===== src/rtl/decode_stage.sv =====
// Registered instruction decode stage: valid/ready in, fully decoded bundle out one cycle later.
// Optional skid register decouples in_ready from out_ready.
module decode_stage #(
  parameter int unsigned XLEN         = 32,
  parameter int unsigned SKID         = 1,
  parameter int unsigned JUMP_PC_MODE = 0,
  parameter int unsigned CNT_W        = 16
) (
  input  logic              clk,
  input  logic              rst,
  input  logic              flush,
  input  logic              in_valid,
  output logic              in_ready,
  input  logic [31:0]       in_instr,
  input  logic [XLEN-1:0]   in_pc,
  output logic              out_valid,
  input  logic              out_ready,
  output logic [5:0]        out_op,
  output logic [4:0]        out_rs,
  output logic [4:0]        out_rt,
  output logic [4:0]        out_rd,
  output logic [4:0]        out_shamt,
  output logic [5:0]        out_funct,
  output logic [1:0]        out_aluop,
  output logic [4:0]        out_dest,
  output logic [XLEN-1:0]   out_imm,
  output logic [XLEN-1:0]   out_jump_target,
  output logic              out_reg_we,
  output logic              out_mem_re,
  output logic              out_mem_we,
  output logic              out_branch,
  output logic              out_jump,
  output logic              out_illegal,
  output logic [CNT_W-1:0]  decoded_count
);

  typedef struct packed {
    logic [5:0]      op;
    logic [4:0]      rs;
    logic [4:0]      rt;
    logic [4:0]      rd;
    logic [4:0]      shamt;
    logic [5:0]      funct;
    logic [1:0]      aluop;
    logic [4:0]      dest;
    logic [XLEN-1:0] imm;
    logic [XLEN-1:0] jt;
    logic            reg_we;
    logic            mem_re;
    logic            mem_we;
    logic            branch;
    logic            jump;
    logic            illegal;
  } bundle_t;

  bundle_t dec;
  bundle_t main_q;
  logic    main_v;
  logic    acc;
  logic    xfer;
  logic    unused_pc;

  // Low PC bits never reach the bundle; upper bits only in PC-relative jump mode.
  assign unused_pc = ^in_pc;

  always_comb begin
    dec    = '0;
    dec.op = in_instr[31:26];
    case (in_instr[31:26])
      6'h00: begin
        dec.rs     = in_instr[25:21];
        dec.rt     = in_instr[20:16];
        dec.rd     = in_instr[15:11];
        dec.shamt  = in_instr[10:6];
        dec.funct  = in_instr[5:0];
        dec.aluop  = in_instr[3:2];
        dec.dest   = in_instr[15:11];
        dec.reg_we = 1'b1;
      end
      6'h01: begin
        dec.rs     = in_instr[25:21];
        dec.rt     = in_instr[20:16];
        dec.imm    = XLEN'($signed(in_instr[15:0]));
        dec.branch = 1'b1;
      end
      6'h02, 6'h06: begin
        dec.rs     = in_instr[25:21];
        dec.rt     = in_instr[20:16];
        dec.imm    = XLEN'($signed(in_instr[15:0]));
        dec.dest   = in_instr[20:16];
        dec.reg_we = 1'b1;
        dec.mem_re = 1'b1;
      end
      6'h03: begin
        dec.rs     = in_instr[25:21];
        dec.rt     = in_instr[20:16];
        dec.imm    = XLEN'($signed(in_instr[15:0]));
        dec.mem_we = 1'b1;
      end
      6'h04: begin
        dec.jump = 1'b1;
        if (JUMP_PC_MODE != 0)
          dec.jt = {in_pc[XLEN-1:28], in_instr[25:0], 2'b00};
        else
          dec.jt = XLEN'(in_instr[25:0]);
      end
      6'h05: begin
        dec.rt     = in_instr[20:16];
        dec.dest   = in_instr[20:16];
        dec.reg_we = 1'b1;
        dec.imm    = XLEN'($signed({in_instr[15:0], 16'h0000}));
      end
      default: dec.illegal = 1'b1;
    endcase
    if (dec.dest == 5'd0)
      dec.reg_we = 1'b0;
  end

  assign acc  = in_valid & in_ready;
  assign xfer = main_v & out_ready;

  generate
    if (SKID != 0) begin : g_skid
      bundle_t skid_q;
      logic    skid_v;

      assign in_ready = !skid_v;

      // Skid only fills while main is held, so it always drains into main first.
      always_ff @(posedge clk) begin
        if (rst) begin
          main_v <= 1'b0;
          skid_v <= 1'b0;
          main_q <= '0;
          skid_q <= '0;
        end else if (flush) begin
          main_v <= 1'b0;
          skid_v <= 1'b0;
        end else if (!main_v || out_ready) begin
          if (skid_v) begin
            main_q <= skid_q;
            main_v <= 1'b1;
            skid_v <= 1'b0;
          end else begin
            main_v <= acc;
            if (acc)
              main_q <= dec;
          end
        end else if (acc) begin
          skid_q <= dec;
          skid_v <= 1'b1;
        end
      end
    end else begin : g_direct
      assign in_ready = !main_v || out_ready;

      always_ff @(posedge clk) begin
        if (rst) begin
          main_v <= 1'b0;
          main_q <= '0;
        end else if (flush) begin
          main_v <= 1'b0;
        end else if (in_ready) begin
          main_v <= acc;
          if (acc)
            main_q <= dec;
        end
      end
    end
  endgenerate

  always_ff @(posedge clk) begin
    if (rst)
      decoded_count <= '0;
    else if (!flush && xfer)
      decoded_count <= decoded_count + CNT_W'(1);
  end

  assign out_valid       = main_v;
  assign out_op          = main_q.op;
  assign out_rs          = main_q.rs;
  assign out_rt          = main_q.rt;
  assign out_rd          = main_q.rd;
  assign out_shamt       = main_q.shamt;
  assign out_funct       = main_q.funct;
  assign out_aluop       = main_q.aluop;
  assign out_dest        = main_q.dest;
  assign out_imm         = main_q.imm;
  assign out_jump_target = main_q.jt;
  assign out_reg_we      = main_q.reg_we;
  assign out_mem_re      = main_q.mem_re;
  assign out_mem_we      = main_q.mem_we;
  assign out_branch      = main_q.branch;
  assign out_jump        = main_q.jump;
  assign out_illegal     = main_q.illegal;

endmodule


===== config.mk =====
export PLATFORM = sky130hd
export DESIGN_NAME = decode_stage
export DESIGN_NICKNAME = d
export VERILOG_FILES = /design/src/rtl/decode_stage.sv
export SDC_FILE = /design/constraint.sdc
export NUM_CORES = 1
export LEC_CHECK = 0
export CAP_MARGIN = 30
export CORE_MARGIN = 5
export CORE_UTILIZATION = 45
export CTS_CLUSTER_SIZE = 28
export DETAILED_ROUTE_END_ITERATION = 6
export GPL_TIMING_DRIVEN = 0
export PLACE_DENSITY_LB_ADDON = 0.05
export SYNTH_ARGS = -nofsm -noshare
export SYNTH_HDL_FRONTEND = slang
export SYNTH_SLANG_ARGS = --single-unit

===== constraint.sdc =====
create_clock -name clk -period 2.1 [get_ports clk]
set_input_delay 0.42 -clock clk [delete_from_list [all_inputs] [get_ports clk]]
set_output_delay 0.42 -clock clk [all_outputs]
set_load 0.02 [all_outputs]

* After elaboration in Yosys (flattened, before gate mapping) *
Index checks and enable logic that the tools add are counted.

cells by class
  bitwise gates (word level) = 4
  div/mod/pow operators = 0
  order comparisons = 0
  $add $sub $neg = 1
  multiplexer cells = 16
  multipliers = 0
  shifts and indexed selects = 0
  reduce and logical (&&, ||, !) cells = 19
  equality and inequality tests = 6

operator list
  cell                     count
  $mux W109                2
  $pmux W32 S2             1
  $mux W26                 1
  $eq A6 B3 Y1 const B     3
  $mux W18                 1
  $add A16 B1 Y16 const B  1
  $eq A6 B2 Y1 const B     2
  $mux W5                  2
  $pmux W5 S2              1
  $mux W1                  8
  $reduce_or A4 Y1         2
  $reduce_or A7 Y1         1
  $eq A6 B1 Y1 const B     1
  $logic_not A6 Y1         1
  $reduce_and A3 Y1        2
  $reduce_or A3 Y1         2
  $reduce_or A6 Y1         1
  $logic_not A5 Y1         1
  $reduce_or A5 Y1         1
  $reduce_or A2 Y1         2
  $logic_not A1 Y1         3
  $and A1 B1 Y1            2
  $not A1 Y1               2
  $reduce_bool A2 Y1       1
  2 further kinds          2

storage, ports and cells
  logic and storage cells = 81
  memories = 0
  memory bits (read-only) = 0
  register bits = 236
  bits of input ports = 69
  RAM bits = 0
  bits in latches = 0
  output and inout bits = 127

* Depth between registers and ports, before layout *
Gate-level depths: netlist of run 1.

  word-level depth = 7
  depth in mapped cells = 8
  gate-level depth less buffers = 5

* Worst setup path after synthesis of run 1 *
No wires, ideal clock.

  path kind = reg-to-reg
  from = reg main_v, in the netlist out_valid
  to = reg g_skid.skid_q[88] in the netlist's numbering
  path slack = 89 ps
  path buffers = 4
  library setup time = 128 ps
  stages on the path, launching flop included = 9
  arrival time = 1884 ps
  required time = 1972 ps
  period minus slack after synthesis = 2011 ps
  path through = dfxtp_1 -> or3b_1 -> buf_4 -> or2_1 -> buf_2 -> buf_2 -> buf_2 -> a22oi_1 -> nor2_1

between the ends
  word-level cells in the longest chain between the ends = 4

ends and longest elaborated chain
  element                             RTL line  text
  from (decl)                         58        logic main_v;
  from (signal assigned)              132       main_v <= 1'b0;
  from (signal assigned)              137       main_v <= 1'b0;
  from (signal assigned)              142       main_v <= 1'b1;
  $logic_not A1 Y1                    139       end else if (!main_v || out_ready) begin
  $logic_or A1 B1 Y1                  139
  $not A1 Y1 (no source line)         -
  $reduce_and A3 Y1 (no source line)  -
  to (signal assigned)                135       skid_q <= '0;
  to (signal assigned)                150       skid_q <= dec;
  to (decl)                           124       bundle_t skid_q;

No other way between the ends.
A chain may end at the register's enable or synchronous reset.

* Worst setup path in the final report of run 1 *
  from = reg main_q, in the netlist out_funct[2]
  to = out out_funct[2]

RTL lines
  element                 RTL line  text
  from (decl)             57        bundle_t main_q;
  from (signal assigned)  141       main_q <= skid_q;
  to (decl)               23        output logic [5:0] out_funct,

No word-level cell between the ends.

==> impl_metrics.py, run 1 <==
metrics = {
    "run_status": {
        "status": "finished clean",
    },
    "finish": {
        "drive_gt1_frac": 0.133,
        "register_area_mm2": 0.00441,
        "multi_input_area_mm2": 0.00428,
        "nets": 1305,
        "n_antenna_cell": 0,
        "final_cell_count_no_fill": 1516,
        "syn_to_final_growth_pct": 32.3,
        "nFillCells": 1841,
    },
    "routing": {
        "drt_iter0_drc": 717,
        "firstDrtPassIters": 5,
        "drt-total-wl_um": 29800,
        "ant_nets": 0,
        "drc": 0,
        "vias_per_cell": 5.79,
        "vias": 8774,
        "wl_per_cell_um": 19.7,
    },
    "setup_path": {
        "worstPathArrival_ps": 1620,
        "cp-start-kind": "register",
        "critPathBufInv": 2,
        "critPathMaxFanout": 3,
        "worstSetupPathType": "reg -> out",
        "crit_required_ps": 1680,
        "crit_path_end_kind": "primary output",
        "r2r_slack_ps": 70,
        "critPathMaxStageDelay_ps": 590,
        "crit_family": "buffers and inverters",
        "slowest_stage": "clkdlybuf4s50_1",
        "crit_chain": "buf_4 > clkdlybuf4s50_1",
    },
    "cts": {
        "cts.clk_slew.worst_paths_ps": 60,
        "insertion_delay_ps": 520,
        "cts_made_buffers": 24,
        "htree_levels": 1,
        "cts.sinks": 220,
        "cts_buffer_depth": 3,
        "cts_hold_buf": 0,
        "cts_root_buffer": "clkbuf_16",
        "cts_tree": "built",
    },
    "floorplan": {
        "io_pins": 196,
        "core_area_mm2": 0.0197,
        "die_area_mm2": 0.0231,
        "fp.dieW_um": 152,
        "initial_core_util": 0.461,
        "die_h_um": 152,
        "rows": 51,
    },
    "placed_design": {
        "dp_cells": 1464,
        "port_buffers": 152,
        "hpwl_um": 21300,
        "gp_congestion": 0.894,
    },
    "synthesis": {
        "yosys_most_used_dff": "dfxtp_1",
        "yosys_register_bits": 220,
        "yosysWarnings": 0,
        "synth_cells": 1042,
        "synthDistinctLibCells": 54,
        "synth-edff-count": 0,
        "synth_largest_area_cell": "dfxtp_1",
        "netlist.area_leader.share": 0.486,
        "ys_async_sr_fraction": 0,
        "synth.most_common_cell": "dfxtp_1",
        "avgSynthCellArea_um2": 8.69,
        "synth_area_mm2": 0.00906,
        "synthTopCellsByCount": "220 x dfxtp_1, 173 x nor2_1, 94 x nand2_1, 82 x nor3_1, 77 x clkbuf_1",
        "synth.area.top_cells": "dfxtp_1 49%, nor2_1 7.2%, a221oi_1 6.5%",
        "ys_seq_area_frac": 0.486,
    },
    "global_routing": {
        "grt_pass1_wl_um": 47000,
        "grt_max_degree": 14,
        "antenna_found_initial": 0,
        "grt_overflow": 0,
        "first_global_vias": 8413,
        "grt_util_all_layers": 0.245,
    },
    "pwr": {
        "power_mw": 9.62,
        "power_frac_comb": 0.113,
        "cellPowerDensity_mw_per_mm2": 803,
        "netSwitchingPower_mw": 2.46,
        "ir_worst_vdd_uv": 553,
        "p_clk_frac": 0.434,
        "p_int_mw": 7.16,
        "switching_share": 0.255,
        "seqPwrFrac": 0.453,
        "leakagePower_nw": 4.31,
    },
    "sta": {
        "fin_setup_tns_ps": 0,
        "relSlewSlack": 0.535,
        "fin_worst_skew_ps": 7.68,
        "setup_violations": 0,
        "grt_setup_unrepaired": "true",
        "period_minus_slack_ps": 2040,
        "period_share": 0.972,
        "fmax_ghz": 0.490,
        "fin_hold_ws_ps": 291,
        "hold_viol_final": 0,
        "maxSlewViolCount": 0,
        "worst_pin_slew_ps": 697,
    },
    "worst_hold_path": {
        "hold_path_class": "in -> reg",
    },
    "run": {
        "drv_cap": 0,
    },
}
## metal layers
layer	vias up	GRT usage	wire length, um
met1	4198	0.344	13200
met4	0	0.0719	735
met5	-	0	0
met2	373	0.385	13500
li1	4145	-	-
met3	58	0.0477	2390
## worst paths after layout
path / cells after the start / endpoint / from
max: 2 / out_funct[2] / out_funct[2]
min: 3 / g_skid.skid_q[108] / in_instr[31]
max reg2reg: 6 / out_illegal / out_valid
min reg2reg: 2 / g_skid.skid_q[73] / g_skid.skid_q[73]
## power groups by stage
stage,registers (mW),logic [mW],clock network (mW)
after floorplan,4.56,0.429,0
after global placement,4.45,1.05,0
after detailed placement,4.45,1.05,0
after CTS,4.36,1.07,4.21
after global routing,4.37,1.16,4.39
final,4.36,1.08,4.18
## layout make-up
class | count | share of cell area
inverters | 3 | 0.000940
clock inverters | 10 | 0.00626
well taps | 265 | 0.0277
flip-flops and latches | 220 | 0.368
repair buffers | 165 | 0.136
multi-input cells | 714 | 0.357
clock buffers | 32 | 0.0586
plain buffers | 107 | 0.0459
## kinds of logic after synthesis
kind of cell,after synthesis,synth area share
buffers and inverters,113,0.0554
xor gates and xnor gates,12,0.0116
and+or+nand+nor,444,0.226
adders and majority gates,1,0.00138
AOI/OAI and AO/OA,242,0.209
DFF,220,0.486
muxes,9,0.0102
other,1,0.000414
## cell usage in the layout (no fill, tap or decap), types with 6 or more instances in the layout
cell             Yosys  layout
xnor2_1              7       7
clkbuf_16            0      25
clkdlybuf4s50_1      0     147
clkbuf_2             0      27
a22oi_1             35      29
nor4_1               6       6
clkbuf_1            77      46
or3b_2               6       6
a21oi_1             49      49
dfxtp_1            220     219
o21ai_0             12      12
clkinv_2             0       9
nor2_1             173     172
nand3_1             40      40
a211oi_1            34      34
mux2i_1              7       7
nand2_1             94      94
buf_2               14      11
buf_4               10      31
a32o_1              15      15
a22oi_2             17      23
a221oi_1            67      66
nor3_1              82      79
conb_1               1       6
## per-stage QoR
| stage | cell area [um^2] | setup WS (ps) | util |
|---|---|---|---|
| CTS | 11800 | -7.31 | 0.602 |
| global placement | 10900 | -825 | 0.556 |
| floorplan | 9070 | 88.8 | - |
| finish | 12000 | 58.6 | 0.610 |
| global route | 12000 | -66.9 | 0.610 |
| detailed placement | 10900 | -836 | 0.556 |
## registers in the layout (all words and copies together), names as in the netlist
register	flops
decoded_count	16
g_skid.skid_q	101
g_skid.skid_v	1
out_branch	1
out_dest	5
out_funct	6
out_illegal	1
out_imm	32
out_jump	1
out_jump_target	26
out_mem_re	1
out_mem_we	1
out_op	6
out_rd	5
out_reg_we	1
out_rs	5
out_rt	5
out_shamt	5
out_valid	1
## timing repair
| item | CTS | global route |
|---|---|---|
| setup buffers | 4 | 9 |
| hold endpoints to repair | 0 | 0 |
| endpoints found under the setup margin | 208 | 184 |
| resized for setup | 38 | 58 |
| pin swaps | 3 | 2 |
## worst min-delay path, delay by kind of cell
kind	cells	cell delay (ps)
simple gates	1	80
compound gates	1	50
buf+inv	1	190
No activity file was read; power rests on OpenSTA's default activity.
==> inputs of run 2 (changes only) <==
CTS_CLUSTER_DIAMETER = 80   (was not set)
==> run 2 against run 1 <==
  * Clock skew up 10 ps
  * Via count down 1.3%
  * Sequential share of layout area up 1.3 points
  * Critical path depth up 5
  * Core utilization down 2.1 points
  * Worst setup slack better by 1.6 ps
  * Maximum frequency about the same
  * Final cell count down 1.5%
  * Power down 15%
  * First-iteration DRC count up 1.7%
  * Sequential cell count unchanged
==> impl_metrics.py, run 2 (synthesis gave the netlist of run 1 again) <==
metrics = {
    "run_status": {
        "status": "finished clean",
    },
    "finish": {
        "final_common_cell": "dfxtp_1",
        "fin_util": 0.589,
        "nets": 1292,
        "regMostFlops": "g_skid.skid_q",
        "layout_common_cells": "219 x dfxtp_1, 173 x nor2_1, 147 x clkdlybuf4s50_1, 94 x nand2_1, 79 x nor3_1",
        "syn_to_final_growth_pct": 27.7,
        "final_cell_count_no_fill": 1493,
        "drive_gt1_frac": 0.113,
        "largest_reg_flops": 101,
        "nFillCells": 1859,
        "n_antenna_cell": 0,
    },
    "floorplan": {
        "initial_core_util": 0.461,
        "core_area_mm2": 0.0197,
        "die_h_um": 152,
        "rows": 51,
        "fp.dieW_um": 152,
        "io_pins": 196,
        "die_area_mm2": 0.0231,
    },
    "cts": {
        "cts.sinks": 220,
        "cts_tree": "built",
        "htree_levels": 1,
        "cts_made_buffers": 13,
        "cts.clk_slew.worst_paths_ps": 100,
        "insertion_delay_ps": 480,
        "cts_buffer_depth": 3,
        "cts_root_buffer": "clkbuf_16",
        "cts_hold_buf": 0,
    },
    "setup_path": {
        "worstSetupPathType": "in -> reg",
        "crit_required_ps": 2480,
        "critPathMaxStageDelay_ps": 610,
        "cp-start-kind": "input port",
        "slowest_stage": "clkdlybuf4s50_1",
        "crit_chain": "clkdlybuf4s50_1 > nor3_2 > clkbuf_2 > a41oi_2 > buf_2 > nand2_1 > a32o_1",
        "crit_path_end_kind": "register",
        "critPathMaxFanout": 10,
        "worstPathArrival_ps": 2420,
    },
    "routing": {
        "vias_per_cell": 5.80,
        "firstDrtPassIters": 5,
        "drt-total-wl_um": 29700,
        "ant_nets": 0,
        "drc": 0,
        "wl_per_cell_um": 19.9,
        "drt_iter0_drc": 729,
        "vias": 8659,
    },
    "sta": {
        "setup_slack_ps": 60.2,
        "hold_viol_final": 0,
        "maxSlewViolCount": 0,
        "period_minus_slack_ps": 2040,
        "period_share": 0.971,
        "fin_hold_ws_ps": 312,
        "worst_pin_slew_ps": 720,
        "setup_violations": 0,
        "fin_worst_skew_ps": 17.8,
        "grt_setup_unrepaired": "true",
        "relSlewSlack": 0.520,
        "fmax_ghz": 0.490,
    },
    "pwr": {
        "cellPowerDensity_mw_per_mm2": 708,
        "power_mw": 8.19,
        "power_frac_comb": 0.132,
        "netSwitchingPower_mw": 2.28,
        "p_int_mw": 5.90,
        "p_clk_frac": 0.336,
        "ir_worst_vdd_uv": 504,
        "leakagePower_nw": 4.09,
        "switching_share": 0.279,
        "seqPwrFrac": 0.532,
    },
    "global_routing": {
        "grt_pass1_wl_um": 46600,
        "grt_util_all_layers": 0.243,
        "grt_max_degree": 29,
        "grt_overflow": 0,
        "first_global_vias": 8226,
        "antenna_found_initial": 0,
    },
    "worst_hold_path": {
        "hold_path_class": "in -> reg",
    },
    "placed_design": {
        "gp_congestion": 0.894,
        "hpwl_um": 21300,
        "dp_cells": 1464,
        "dp_slack_ps": -836,
        "port_buffers": 152,
    },
    "run": {
        "drv_cap": 0,
    },
}
## run 2: cell types whose count changed in the layout (fill, tap and decap cells not counted), moves of 2 or more
| cell | previous run | this run |
|---|---|---|
| clkbuf_16 | 25 | 13 |
| inv_6 | 0 | 2 |
| a22oi_2 | 23 | 19 |
| clkinvlp_4 | 0 | 2 |
| a22oi_1 | 29 | 33 |
| buf_4 | 31 | 28 |
| inv_12 | 0 | 2 |
| clkbuf_2 | 27 | 24 |
| clkbuf_8 | 5 | 0 |
| clkinv_2 | 9 | 2 |
## run 2: final timing paths
kind,from,end,slack [ps],cells past startpoint
hold reg to reg,g_skid.skid_q[2],g_skid.skid_q[2],460,2
hold / removal,in_instr[29],g_skid.skid_q[106],310,3
setup / recovery,in_instr[30],out_imm[29],60,7
setup reg to reg,out_valid,out_imm[29],70,5
## run 2: power by group through the flow
stage	clock network, mW	registers [mW]	logic (mW)
2_1_floorplan	0	4.56	0.429
3_3_place_gp	0	4.45	1.05
3_5_place_dp	0	4.45	1.05
4_1_cts	2.80	4.35	1.07
5_1_grt	2.97	4.37	1.16
6_report	2.76	4.35	1.08
## run 2: worst max-delay path, delay by kind of cell
family / cells / cell delay [ps]
compound gates: 2 / 640
buf+inv: 3 / 1150
simple gates: 2 / 200
## run 2: cell type report
type                            instances  area [um^2]  area share
Sequential cell                       220         4410       0.381
Multi-Input combinational cell        714         4260       0.369
Timing Repair Buffer                  163         1610       0.139
Buffer                                107          547      0.0473
Tap cell                              265          332      0.0287
Clock buffer                           13          325      0.0281
Clock inverter                          8         75.1     0.00649
Inverter                                3         11.3    0.000974
## run 2: repair_timing
action	in CTS	in global routing
buffers inserted	4	7
hold endpoints to repair	0	0
resized for setup	43	39
pin swaps	3	3
setup endpoints to repair	210	131
## run 2: per-stage QoR
step           instance area (um^2)  TNS, ps
6_report                      11600        0
5_1_grt                       11600     -648
4_1_cts                       11500    -41.1
3_5_place_dp                  10900  -140260
3_3_place_gp                  10900  -137510
2_1_floorplan                  9070        0
## run 2: layer usage
metal  part of all wire  track usage  wire, um
met1               0.45        0.351     13400
met2               0.46        0.383     13600
met3              0.073       0.0400      2160
met4              0.018       0.0582       544
met5                  0            0         0
==> RTL edit, RTL diff (settings of run 1) <==
Set the parameter `CNT_W` to 32 (it was 16).
--- a/src/rtl/decode_stage.sv
+++ b/src/rtl/decode_stage.sv
@@ -4,7 +4,7 @@
   parameter int unsigned XLEN         = 32,
   parameter int unsigned SKID         = 1,
   parameter int unsigned JUMP_PC_MODE = 0,
-  parameter int unsigned CNT_W        = 16
+  parameter int unsigned CNT_W        = 32
 ) (
   input  logic              clk,
   input  logic              rst,
Ports: changed (resized decoded_count); port bits go from 196 to 212. No check against the original RTL was run, so the function may have changed too.
==> RTL edit against run 1 <==
- the flow now finishes with violations (negative setup slack)
- clock skew grew 0.0042 ns
- cell area grew 7.4%
- core utilization shrank 1.4 points
- sequential cell count grew 16
- critical path depth grew 5
- wire length grew 8.6%
- synthesized area grew 8.2%
- setup slack lost 0.066 ns
- synthesized cell count grew 8.5%
- total power grew 2.0%
- critical endpoint is now out_imm[8]
- largest cell class unchanged
- largest power group unchanged
==> RTL edit: results (changes against run 1) <==
metric	value	unit	change
outcome	finished with violations		
failed_checks	negative setup slack		
synth_fa_ha_area_frac	0.00128		-0.000104
drt_iter0_drc	778		+8.5%
grt_max_degree	13		-1
synthMuxAreaShare	0.0253		+0.0151
largest_register_ffs	101		unchanged
wl_per_cell	19.9	um	+1.1%
fin_skew	0.0119	ns	+0.00422 ns
setup_viol	1		+1
synth_common_cells	dfxtp_1, nor2_1, nor3_1		
p_int	7.30	mW	+1.9%
synth_compound_area_frac	0.199		-0.0101
timing.final.ws_setup	-0.00782	ns	-0.0664 ns
hpwl	23.0	mm	+8.0%
ys_warn_count	0		unchanged
avgSynthCellArea	8.66	sq um	-0.33%
placed_cell_area	11800	sq um	+8.2%
top_register	g_skid.skid_q		
synth.distinct_cells	55		+1.9%
vias_per_cell	5.73		-1.1%
worstHoldPathType	in -> reg		
cts.root.buffer_cell	clkbuf_16		
htreeDepth	1		unchanged
layout.nets	1407		+7.8%
crit_arrival	2.48	ns	+0.86 ns
grt_util_all_layers	0.254		+0.00907
final-max-slew-violation-count	0		unchanged
grt_first_pass_wirelength	50.3	mm	+7.0%
antenna_found_initial	0		unchanged
io_buffer_count	166		+9.2%
pre_cts_ws	-0.998	ns	-0.162 ns
initial_core_util	0.453		-0.00766
layout-drive-gt1-share	0.118		-0.0156
synth-xor-area-share	0.00983		-0.00177
tns	-0.00782	ns	-0.00782 ns
clock_path_buffers	3		unchanged
grt_pass1_vias	8894		+5.7%
fill_cells	1975		+7.3%
clk_pin_slew	0.06	ns	about the same
num_antenna_cells	0		unchanged
cts_buffers	25		+4.2%
slew_headroom	0.449		-0.0860
power_leakage	4.65	nW	+7.8%
synthTopCellsByArea	dfxtp_1, a221oi_1, nor2_1		
vdd_drop_max	0.589	mV	+6.5%
crit_fanout	10		+7
drt_pass1_iterations	5		unchanged
ys_seq_area_frac	0.482		-0.00407
globalplace.congestion	0.953		+6.6%
async_flop_share	0		unchanged
fin_cells	1629		+7.5%
insertion_delay	0.52	ns	about the same
==> RTL edit: repair_timing <==
item | in CTS | in global routing
pin swaps | 4 | 2
setup buffers | 10 | 4
resized for setup | 37 | 52
hold buffers | 0 | 0
setup endpoints to repair | 217 | 145
==> RTL edit: cell families after synthesis <==
family,Yosys count
AOI/OAI and AO/OA,266
other,1
buffers and inverters,128
muxes,23
and+or+nand+nor,465
xor gates and xnor gates,11
adders and majority gates,1
DFF,236
==> RTL edit: area by class of cell <==
cell class,count,share of cell area
buffer,113,0.0441
tap,280,0.0272
multi-input combinational,772,0.364
sequential,236,0.367
timing repair buffer,180,0.138
clock buffer,34,0.0543
inverter,9,0.00272
clock inverter,5,0.00194
==> RTL edit: worst max-delay path, stage by stage <==
cell and delay [ns]:
clkdlybuf4s50_1 0.53, or2_2 0.38, and4_1 0.21, clkbuf_1 0.20, buf_2 0.26, a221oi_1 0.37
nor3_1 0.10
==> RTL edit: power by group through the flow <==
stage | clock network [mW] | logic, mW | registers, mW
6_report | 4.05 | 1.10 | 4.65
4_1_cts | 4.11 | 1.08 | 4.65
5_1_grt | 4.29 | 1.18 | 4.66
3_5_place_dp | 0 | 1.06 | 4.75
3_3_place_gp | 0 | 1.06 | 4.75
2_1_floorplan | 0 | 0.427 | 4.87
==> RTL edit: layer usage <==
layer / wire (um) / track usage / up-vias / share of wire
li1: - / - / 4500 / -
met1: 14500 / 0.365 / 4396 / 0.45
met2: 14700 / 0.405 / 378 / 0.45
met3: 2450 / 0.0357 / 55 / 0.076
met4: 748 / 0.0635 / 0 / 0.023
met5: 0 / 0 / - / 0
==> RTL edit: worst paths after layout <==
kind,startpoint,endpoint,slack (ns),cells past startpoint
worst max-delay path,in_instr[27],out_imm[8],-0.008,7
worst min-delay path,in_instr[30],g_skid.skid_q[107],0.31,3
worst max register to register,g_skid.skid_v,out_imm[8],0.09,6
worst min register to register,out_imm[19],out_imm[19],0.45,1
==> RTL edit: per-stage QoR <==
stage	power (mW)	utilization
6_report	9.81	0.596
5_1_grt	10.1	0.596
4_1_cts	9.85	0.588
3_5_place_dp	5.81	0.547
3_3_place_gp	5.81	0.547
2_1_floorplan	5.30	-
